[config.mk]
export PLATFORM = sky130hd
export DESIGN_NAME = cpu_phase_ctrl
export DESIGN_NICKNAME = d
export VERILOG_FILES = /design/src/rtl/cpu_phase_ctrl.sv
export SDC_FILE = /design/constraint.sdc
export NUM_CORES = 1
export LEC_CHECK = 0
export BUFFER_PORTS_ARGS = -buffer_cell sky130_fd_sc_hd__buf_2
export CAP_MARGIN = 20
export CORE_MARGIN = 5
export CORE_UTILIZATION = 57
export DETAILED_ROUTE_END_ITERATION = 16
export PLACE_DENSITY = 0.94
export SYNTH_ARGS = -nofsm -noshare
export SYNTH_HDL_FRONTEND = slang
export SYNTH_SLANG_ARGS = --single-unit
[constraint.sdc]
create_clock -name clk -period 4.7 [get_ports clk]
set_input_delay 0.235 -clock clk [delete_from_list [all_inputs] [get_ports clk]]
set_output_delay 0.235 -clock clk [all_outputs]
set_load 0.1 [all_outputs]
[src/rtl/cpu_phase_ctrl.sv]
// rtl/cpu_phase_ctrl.sv - multi-cycle phase sequencer and program counter
// FETCH/DECODE/MEM/WB with memory handshakes, stall, halt/resume and sticky timeout fault.
module cpu_phase_ctrl #(
  parameter int PC_WIDTH  = 32,
  parameter int PC_STEP   = 4,
  parameter int RESET_PC  = 0,
  parameter int TIMEOUT   = 15,
  parameter int CNT_WIDTH = 32
) (
  input  logic                 clk,
  input  logic                 nreset,
  input  logic                 stall,
  input  logic                 imem_ack,
  input  logic                 dmem_ack,
  input  logic                 mem_op,
  input  logic                 branch_taken,
  input  logic [PC_WIDTH-1:0]  branch_target,
  input  logic                 halt_req,
  input  logic                 resume,
  output logic [PC_WIDTH-1:0]  pc,
  output logic                 fetch_en,
  output logic                 read_en,
  output logic                 mem_en,
  output logic                 wb_en,
  output logic                 imem_req,
  output logic                 dmem_req,
  output logic                 halted,
  output logic                 fault,
  output logic [PC_WIDTH-1:0]  fault_pc,
  output logic [CNT_WIDTH-1:0] instr_retired
);

  typedef enum logic [2:0] {
    S_BOOT, S_FETCH, S_DECODE, S_MEM, S_WB, S_HALT, S_FAULT
  } state_t;

  localparam logic [7:0]          TIMEOUT_C = 8'(TIMEOUT);
  localparam logic [PC_WIDTH-1:0] STEP_C    = PC_WIDTH'(PC_STEP);
  localparam logic [PC_WIDTH-1:0] RESET_C   = PC_WIDTH'(RESET_PC);

  state_t               state, state_nxt;
  logic [PC_WIDTH-1:0]  pc_nxt, fault_pc_nxt;
  logic [CNT_WIDTH-1:0] retired_nxt;
  logic [7:0]           wcnt, wcnt_nxt;

  always_ff @(posedge clk or negedge nreset) begin
    if (!nreset) begin
      state         <= S_BOOT;
      pc            <= RESET_C;
      fault_pc      <= '0;
      instr_retired <= '0;
      wcnt          <= '0;
    end else begin
      state         <= state_nxt;
      pc            <= pc_nxt;
      fault_pc      <= fault_pc_nxt;
      instr_retired <= retired_nxt;
      wcnt          <= wcnt_nxt;
    end
  end

  // Stall freezes every register; an ack seen only while stalled is lost.
  always_comb begin
    state_nxt    = state;
    pc_nxt       = pc;
    fault_pc_nxt = fault_pc;
    retired_nxt  = instr_retired;
    wcnt_nxt     = wcnt;
    if (!stall) begin
      case (state)
        S_BOOT: begin
          state_nxt = S_FETCH;
          wcnt_nxt  = '0;
        end
        S_FETCH: begin
          if (imem_ack) begin
            state_nxt = S_DECODE;
            wcnt_nxt  = '0;
          end else if (wcnt == TIMEOUT_C) begin
            state_nxt    = S_FAULT;
            fault_pc_nxt = pc;
          end else begin
            wcnt_nxt = wcnt + 8'd1;
          end
        end
        S_DECODE: begin
          state_nxt = S_MEM;
          wcnt_nxt  = '0;
        end
        S_MEM: begin
          if (!mem_op || dmem_ack) begin
            state_nxt = S_WB;
            wcnt_nxt  = '0;
          end else if (wcnt == TIMEOUT_C) begin
            state_nxt    = S_FAULT;
            fault_pc_nxt = pc;
          end else begin
            wcnt_nxt = wcnt + 8'd1;
          end
        end
        S_WB: begin
          pc_nxt      = branch_taken ? branch_target : pc + STEP_C;
          retired_nxt = instr_retired + 1'b1;
          state_nxt   = halt_req ? S_HALT : S_FETCH;
          wcnt_nxt    = '0;
        end
        S_HALT: begin
          if (resume) begin
            state_nxt = S_FETCH;
            wcnt_nxt  = '0;
          end
        end
        S_FAULT: state_nxt = S_FAULT;
        default: state_nxt = S_BOOT;
      endcase
    end
  end

  always_comb begin
    fetch_en = (state == S_FETCH);
    imem_req = (state == S_FETCH);
    read_en  = (state == S_DECODE);
    mem_en   = (state == S_MEM);
    dmem_req = (state == S_MEM) && mem_op;
    wb_en    = (state == S_WB);
    halted   = (state == S_HALT);
    fault    = (state == S_FAULT);
  end

endmodule

### Word-level counts from Yosys, hierarchy flattened

Cells that the tools add are included.

| word-level totals | value |
|---|---|
| flip-flop bits (word level) | 107 |
| input port bits | 41 |

| operators by class | value |
|---|---|
| add/subtract/negate cells | 3 |
| equality and inequality tests | 10 |
| mux-type cells | 16 |
| bitwise logic cells | 1 |
| reductions and logical operators | 11 |

Operators by type and width:

| operator | number |
|---|---|
| $mux W32 | 4 |
| $pmux W32 S2 | 1 |
| $add A32 B1 Y32 const B | 1 |
| $add A32 B3 Y32 const B | 1 |
| $mux W8 | 4 |
| $pmux W8 S4 | 1 |
| $pmux W3 S7 | 1 |
| $mux W3 | 5 |
| $eq A3 B3 Y1 const B | 3 |
| $add A8 B1 Y8 const B | 1 |
| $eq A8 B4 Y1 const B | 1 |
| $eq A3 B2 Y1 const B | 2 |
| $ne A2 B2 Y1 const B | 3 |
| $reduce_and A2 Y1 | 2 |
| $reduce_and A4 Y1 | 1 |
| $reduce_bool A4 Y1 | 1 |
| $eq A3 B1 Y1 const B | 1 |
| $logic_not A3 Y1 | 1 |
| $reduce_and A3 Y1 | 1 |
| $reduce_or A3 Y1 | 1 |
| $reduce_bool A2 Y1 | 1 |
| $logic_and A1 B1 Y1 | 1 |
| $logic_not A1 Y1 | 1 |
| $logic_or A1 B1 Y1 | 1 |
| $not A1 Y1 | 1 |

### Depth between registers and ports, before layout

Gate-level depths: netlist of the first run.

| depth | value |
|---|---|
| word-level depth | 4 |
| depth in mapped cells | 7 |
| depth with buffers taken out | 6 |

### Least setup slack after synthesis of the first run

Ideal clock, no wire load.

| path | value |
|---|---|
| kind | register to output |
| from | register state[1] |
| to | output dmem_req |
| arrival time | 2.862 ns |
| data required time | 4.465 ns |
| slack | 1.603 ns |
| cell stages (with the launch flop) | 4 |
| buffers on the path | 1 |
| path through | dfrtp_1 -> clkbuf_1 -> inv_1 -> nor3_1 |

| on the way | value |
|---|---|
| word-level cells in the longest chain between the ends | 2 |

RTL lines:

| element | RTL line | RTL |
|---|---|---|
| from (decl) | 41 | `state_t state, state_nxt;` |
| from (signal assigned) | 54 | `state <= state_nxt;` |
| $eq A3 B2 Y1 | 124 | `dmem_req = (state == S_MEM) && mem_op;` |
| $logic_and A1 B1 Y1 | 124 |  |
| to (decl) | 26 | `output logic dmem_req,` |

No other way between the ends.

### Worst setup path in the final report of the first run

| path | value |
|---|---|
| from | register state[1] |
| to | register instr_retired[31] |

| on the way | value |
|---|---|
| word-level cells in the longest chain between the ends | 2 |

RTL lines:

| element | RTL line | RTL |
|---|---|---|
| $eq A3 B3 Y1 | 70 | `case (state)` |
| $reduce_and A2 Y1 (no line) | - |  |
| to (signal assigned) | 57 | `instr_retired <= retired_nxt;` |
| to (decl) | 30 | `output logic [CNT_WIDTH-1:0] instr_retired` |

No other way between the ends.
A chain may end at the register's enable or synchronous reset.

==> results of run 1 <==
==> where the power goes <==
group / switching, µW / internal (µW) / total [µW]
combinational: 1340 / 269 / 1610
clock: 342 / 202 / 544
sequential: 232 / 1050 / 1280
==> cells by family after synthesis <==
group | Yosys count
compound gates | 101
fa+ha+maj | 3
flops | 107
simple gates | 218
mux | 39
xor+xnor | 31
buf+inv | 40
==> what timing repair did <==
action,CTS,global route
endpoints found under the hold margin,44,0
hold buffers,1,0
buffers inserted,0,0
==> sequential cells by signal, indices dropped and copies added, names as in the netlist <==
register and flops:
fault_pc 32, instr_retired 32, pc 32, state 3
wcnt 8
==> final cells by class <==
class,instances,area share
clock buffer,9,0.0196
sequential,107,0.423
inverter,12,0.00711
tap,111,0.0219
multi-input combinational,392,0.399
timing repair buffer,149,0.121
clock inverter,7,0.00948
==> final timing paths <==
path / from / endpoint / cells after the start
hold reg to reg: instr_retired[31] / instr_retired[31] / 1
setup / recovery: state[1] / instr_retired[31] / 5
max in group asynchronous: nreset / fault_pc[2] / 3
min in group asynchronous: nreset / fault_pc[20] / 2
setup reg to reg: state[1] / instr_retired[31] / 5
hold / removal: branch_target[0] / pc[0] / 3
==> through the flow <==
step                cells  hold slack [ps]
floorplan             539            -60.6
global placement      770              257
detailed placement    770              270
CTS                   787             58.8
global route          787             67.3
finish                787             61.4
==> layer usage <==
metal,wire length [µm],track usage
met1,5690,0.321
met2,6890,0.404
met3,984,0.0433
met4,310,0.0840
met5,0,0
==> cell usage after synthesis, types with 3 or more instances <==
cell	count
nand2_1	45
a311oi_1	7
nor4_1	6
nand3_1	26
a31oi_1	9
a21oi_1	26
nor3_1	22
a211oi_1	4
or3_1	3
nand4_1	14
and3_1	9
and4_1	9
nand2b_1	5
buf_2	4
xnor2_1	24
xor2_1	7
mux2_2	34
or2_2	3
inv_1	12
nand3b_1	5
mux2i_1	5
nor3b_1	5
nor2b_1	4
clkbuf_1	21
ha_1	3
nor2_1	47
a22o_1	3
dfrtp_1	107
o21ai_0	30
or4_1	3
==> worst reg2reg max path, stage by stage (launching register included) <==
cell     delay [ps]
dfrtp_1         550
or4b_4          840
nor3_4          320
and4_1          330
or3b_1          390
xnor2_1         140
==> metrics.txt, run 1 <==
Buf/Inv on CP 0; drt pass-1 iters 5; share of layout cells above drive strength 1 0.309; vias in the first global route 4658; die area 11500 µm²; status completed; global-route wire length before repair 22700 µm; main combinational cell family by area after synthesis simple AND/OR/NAND/NOR gates; GRT Residual Overflow 0; Critical Path AT 2930 ps; path type of the worst min-delay path input pin to flip-flop; I/O pins 145; Reg2Reg Setup Slack 2030 ps; leading cell type in the layout, fill and taps excluded buf_2; CP top delay family simple AND/OR/NAND/NOR gates; Post-DP Area 6140 µm²; VDD IR max 0.000433 V; Setup WS post-layout 2030 ps; slowest stage delay, CP 840 ps; Worst-path clk slew 110 ps; Routed Antenna Nets 0; WP data required 4960 ps; Crit Path Max Fanout 47; multi-input logic area 2520 µm²; Setup Skew 16.6 ps; Seq/Total Area, Yosys 0.499; P_leak 0.00313 µW; post-route cell area 6330 µm²; mux contribution to synthesized area 0.0807; Vias 4853; Slew headroom 0.478; cts repair resizes 0; Post-Synth Simple-Gate Area 0.214; Worst-Skew Late Latency 380 ps; Tcrit/Tclk final 0.568; port buffer count 144; Post-synth EDFFs 0; Area contributors post-synth dfrtp_1, mux2_2, xnor2_1; RSZ-0062 raised after global routing false; worst slew pin tran 782 ps; startpoint types flip-flop; # DRC 0; routed vias/inst 6.17; CP max stage cell or4b_4; Ys Warns 0; xor/xnor cell area share of the yosys netlist 0.0506; Async S/R FF share, synth 1.00; most frequent cells in the layout buf_2, dfrtp_1, nor2_1; core area 9200 µm²; H-tree levels 3; Post-Syn Area 5370 µm²; fin nets 715; ys flop type dfrtp_1; FF+latch area 2680 µm²; Final Max Slew Viols 0; die width 107 µm; row count 35; CTS tree done; Area Growth Syn to Fin 18.0%; Post-Synth Adder-Cell Area 0.00699; Avg Cell Area, Syn 9.96 µm²; Crit. End Element flip-flop; Core Util, Final 0.689; pwr/cell area 543 nW/µm²; Clock Tree Root clkbuf_8; Clock Sinks 107; Starting Density 0.584; count of max-cap constraint violations 0; post-synth top area share 0.499; CTS max path bufs 2; Initial DRC Count 432; worst path cell trace or4b_4 -> nor3_4 -> and4_1 -> or3b_1 -> xnor2_1; antenna violations before repair 0; Post-Synthesis Cells 539; post-synth top area cell dfrtp_1; CTS Buf Count 9; wirelength, routed 13900 µm; setup TNS after final layout 0 ps; ANT cells 0; Post-Place Worst Slack 2070 ps; syn_nets 583; Final Hold Fails 0; DP Wirelength 9900 µm; post-synthesis compound-gate area fraction 0.117; total power 3440 µW; Synth cell types 56; Placer Congestion 0.888; post-layout min period 2670 ps; Layout fillers 680; kind of critical path flip-flop to flip-flop; fmax 374 MHz; Seq cells post-synth 107; detailed-route wire length per cell 17.6 µm; chip height 107 µm; largest net degree at the start of global routing 76; total track usage 0.243; final setup fails 0
No activity file was read; power rests on OpenSTA's default activity.
==> run 2: changes to the inputs <==
--- a/config.mk
+++ b/config.mk
@@ -5,12 +5,13 @@
 export SDC_FILE = /design/constraint.sdc
 export NUM_CORES = 1
 export LEC_CHECK = 0
+export ABC_AREA = 1
 export BUFFER_PORTS_ARGS = -buffer_cell sky130_fd_sc_hd__buf_2
 export CAP_MARGIN = 20
 export CORE_MARGIN = 5
-export CORE_UTILIZATION = 57
+export CORE_UTILIZATION = 50
 export DETAILED_ROUTE_END_ITERATION = 16
-export PLACE_DENSITY = 0.94
+export PLACE_DENSITY = 0.86
 export SYNTH_ARGS = -nofsm -noshare
 export SYNTH_HDL_FRONTEND = slang
 export SYNTH_SLANG_ARGS = --single-unit
==> constraint.sdc (replaced) <==
create_clock -name clk -period 2.3 [get_ports clk]
set_input_delay 0.115 -clock clk [delete_from_list [all_inputs] [get_ports clk]]
set_output_delay 0.115 -clock clk [all_outputs]
set_load 0.1 [all_outputs]
==> metrics.txt, run 2 <==
final setup fails 0 (unchanged); global-route wire length before repair 29200 µm (was 22700 µm); CP max stage cell dfrtp_1 (was or4b_4); total track usage 0.242 (was 0.243); WP data required 2530 ps (was 4960 ps); GR Util met2 0.411 (was 0.404); Placer Congestion 0.946 (was 0.888); Final Non-Filler Cells 1247 (was 787); Seq cells post-synth 107 (unchanged); Async S/R FF share, synth 1.00 (unchanged); critical path's most frequent cell inv_1; CTS tree done (unchanged); Post-synth EDFFs 0 (unchanged); die area 15000 µm² (was 11500 µm²); ANT cells 0 (unchanged); RSZ-0062 raised after global routing false (unchanged); kind of critical path flip-flop to flip-flop (unchanged); Area contributors post-synth dfrtp_1, nand2_1, nor2_1 (was dfrtp_1, mux2_2, xnor2_1); Worst-path clk slew 70 ps (was 110 ps); Core Util, Final 0.609 (was 0.689); post-synth top area cell dfrtp_1 (unchanged); worst slew pin tran 698 ps (was 782 ps); critical path launch point state[1] (unchanged); setup TNS after final layout 0 ps (unchanged); met3 usage 0.0429 (was 0.0433); Seq/Total Area, Yosys 0.423 (was 0.499); Setup Skew 7.86 ps (was 16.6 ps); pwr/cell area 1250 nW/µm² (was 543 nW/µm²); chip height 123 µm (was 107 µm); most frequent cells after synthesis nand2_1, dfrtp_1, nor2_1 (was dfrtp_1, nor2_1, nand2_1); Vias 6443 (was 4853); most frequent cells in the layout nand2_1, buf_2, dfrtp_1 (was buf_2, dfrtp_1, nor2_1); CTS max path bufs 2 (unchanged); count leader, synth nand2_1 (was dfrtp_1); Slew headroom 0.535 (was 0.478); Worst-Skew Late Latency 350 ps (was 380 ps); Post-Synthesis Cells 920 (was 539); wirelength, routed 17600 µm (was 13900 µm); Clock Sinks 107 (unchanged); antenna violations before repair 1 (was 0); die width 123 µm (was 107 µm); placed cells 1225 (was 770); share of layout cells above drive strength 1 0.189 (was 0.309); top flop regs fault_pc (32), instr_retired (32), pc (32) (unchanged); Area Growth Syn to Fin 20.3% (was 18.0%); Starting Density 0.506 (was 0.584); status completed (unchanged); count of max-cap constraint violations 0 (unchanged); row count 41 (was 35); Post-Syn Area 6340 µm² (was 5370 µm²); Ys Warns 0 (unchanged); routed vias/inst 5.17 (was 6.17); path type of the worst min-delay path input pin to flip-flop (unchanged); GRT Residual Overflow 0 (unchanged); drt pass-1 iters 5 (unchanged); Post-CTS Setup Bufs 0 (unchanged); # DRC 0 (unchanged); Initial DRC Count 423 (was 432); Synth cell types 34 (was 56); Final Hold Fails 0 (unchanged); VDD IR max 0.000873 V (was 0.000433 V); Clock Tree Root clkbuf_16 (was clkbuf_8); leading cell type in the layout, fill and taps excluded nand2_1 (was buf_2); port buffer count 144 (unchanged); Avg Cell Area, Syn 6.89 µm² (was 9.96 µm²); I/O pins 145 (unchanged); H-tree levels 3 (unchanged); met1 usage 0.313 (was 0.321); post-layout min period 1940 ps (was 2670 ps); largest net degree at the start of global routing 54 (was 76); detailed-route wire length per cell 14.1 µm (was 17.6 µm); startpoint types flip-flop (unchanged); Final Max Slew Viols 0 (unchanged); Crit. End Element flip-flop (unchanged); fin nets 1114 (was 715); CTS Buf Count 9 (unchanged); core area 12500 µm² (was 9200 µm²); DP Wirelength 13600 µm (was 9900 µm); P_leak 0.00410 µW (was 0.00313 µW); Worst Min Path Start branch_target[6] (was branch_target[0]); GRT busiest layer met2 (unchanged); syn_nets 964 (was 583); ys flop type dfrtp_1 (unchanged); reg2reg start state[1] (unchanged); fmax 514 MHz (was 374 MHz); Tcrit/Tclk final 0.845 (was 0.568); worst path cell trace inv_1 -> nand3_2 -> nor2_4 -> inv_2 -> nor2_2 -> inv_1 -> o22ai_1 -> nor2_1 (was or4b_4 -> nor3_4 -> and4_1 -> or3b_1 -> xnor2_1); Routed Antenna Nets 0 (unchanged); post-synth top area share 0.423 (was 0.499); Critical Path AT 2180 ps (was 2930 ps); vias in the first global route 6179 (was 4658); slowest stage delay, CP 500 ps (was 840 ps); Crit Path Max Fanout 16 (was 47)
-- run 2: cell types whose count changed after synthesis, sizes merged, moves of 10 or more --
cell    before  now
buf          7   17
mux2        34    0
a21oi       26   10
xor2         7   18
nor2        48  114
nand2       45  410
nor3        24   14
xnor2       24    5
nand3       26   58
inv         12   83
clkbuf      21    5
-- run 2: final cells by class --
class | count | area (µm²)
fill | 1185 | 4890
multi-input combinational | 708 | 3210
timing repair buffer | 161 | 878
clock buffer | 13 | 260
sequential | 107 | 2680
inverter | 83 | 312
clock inverter | 3 | 68.8
tap | 172 | 215
-- run 2: through the flow --
step	hold slack, ps	setup WS (ps)	power [µW]	area (µm²)
after global placement	203	480	7750	7240
after detailed placement	206	394	7830	7240
final	13.9	356	9520	7620
after global routing	11.0	214	9980	7620
after CTS	3.41	378	9550	7620
after floorplan	-181	43.0	6860	6350
-- run 2: critical path, delay by kind of cell, from the launching register on --
kind	cells	cell delay, ps
flops	1	500
compound gates	1	210
buf+inv	3	540
simple gates	4	570
-- run 2: kinds of logic (layout without fill, tap and decap cells) --
logic type / after synthesis / count (layout) / synth area share
AO/OA/AOI/OAI: 61 / 61 / 0.0551
flip-flops: 107 / 107 / 0.423
XOR/XNOR: 23 / 23 / 0.0318
AND/OR/NAND/NOR: 621 / 621 / 0.411
buffers and inverters: 105 / 260 / 0.0738
adder cells (fa/ha/maj): 3 / 3 / 0.00592
-- run 2: power breakdown --
group	switching [µW]	internal [µW]	total [µW]
registers	649	2260	2910
clock network	684	1020	1700
logic	4070	834	4900
-- run 2: per-layer routing --
layer  vias to the layer above  part of all wire
met5                         -           0.00040
met2                       252              0.48
met1                      2972              0.42
met3                        36             0.069
li1                       3181                 -
met4                         2             0.028
-- run 2: final timing paths --
| kind | slack (ps) | cells past startpoint | end |
|---|---|---|---|
| setup / recovery | 360 | 8 | pc[21] |
| hold / removal | 10 | 3 | pc[6] |
| setup reg to reg | 360 | 8 | pc[21] |
| hold reg to reg | 470 | 2 | fault_pc[30] |
| max in group asynchronous | 1220 | 3 | pc[26] |
| min in group asynchronous | 370 | 2 | fault_pc[9] |
-- run 2: what timing repair did --
action	in CTS	in global routing
hold buffers	6	0
endpoints found under the hold margin	56	0
gates resized for setup	0	0
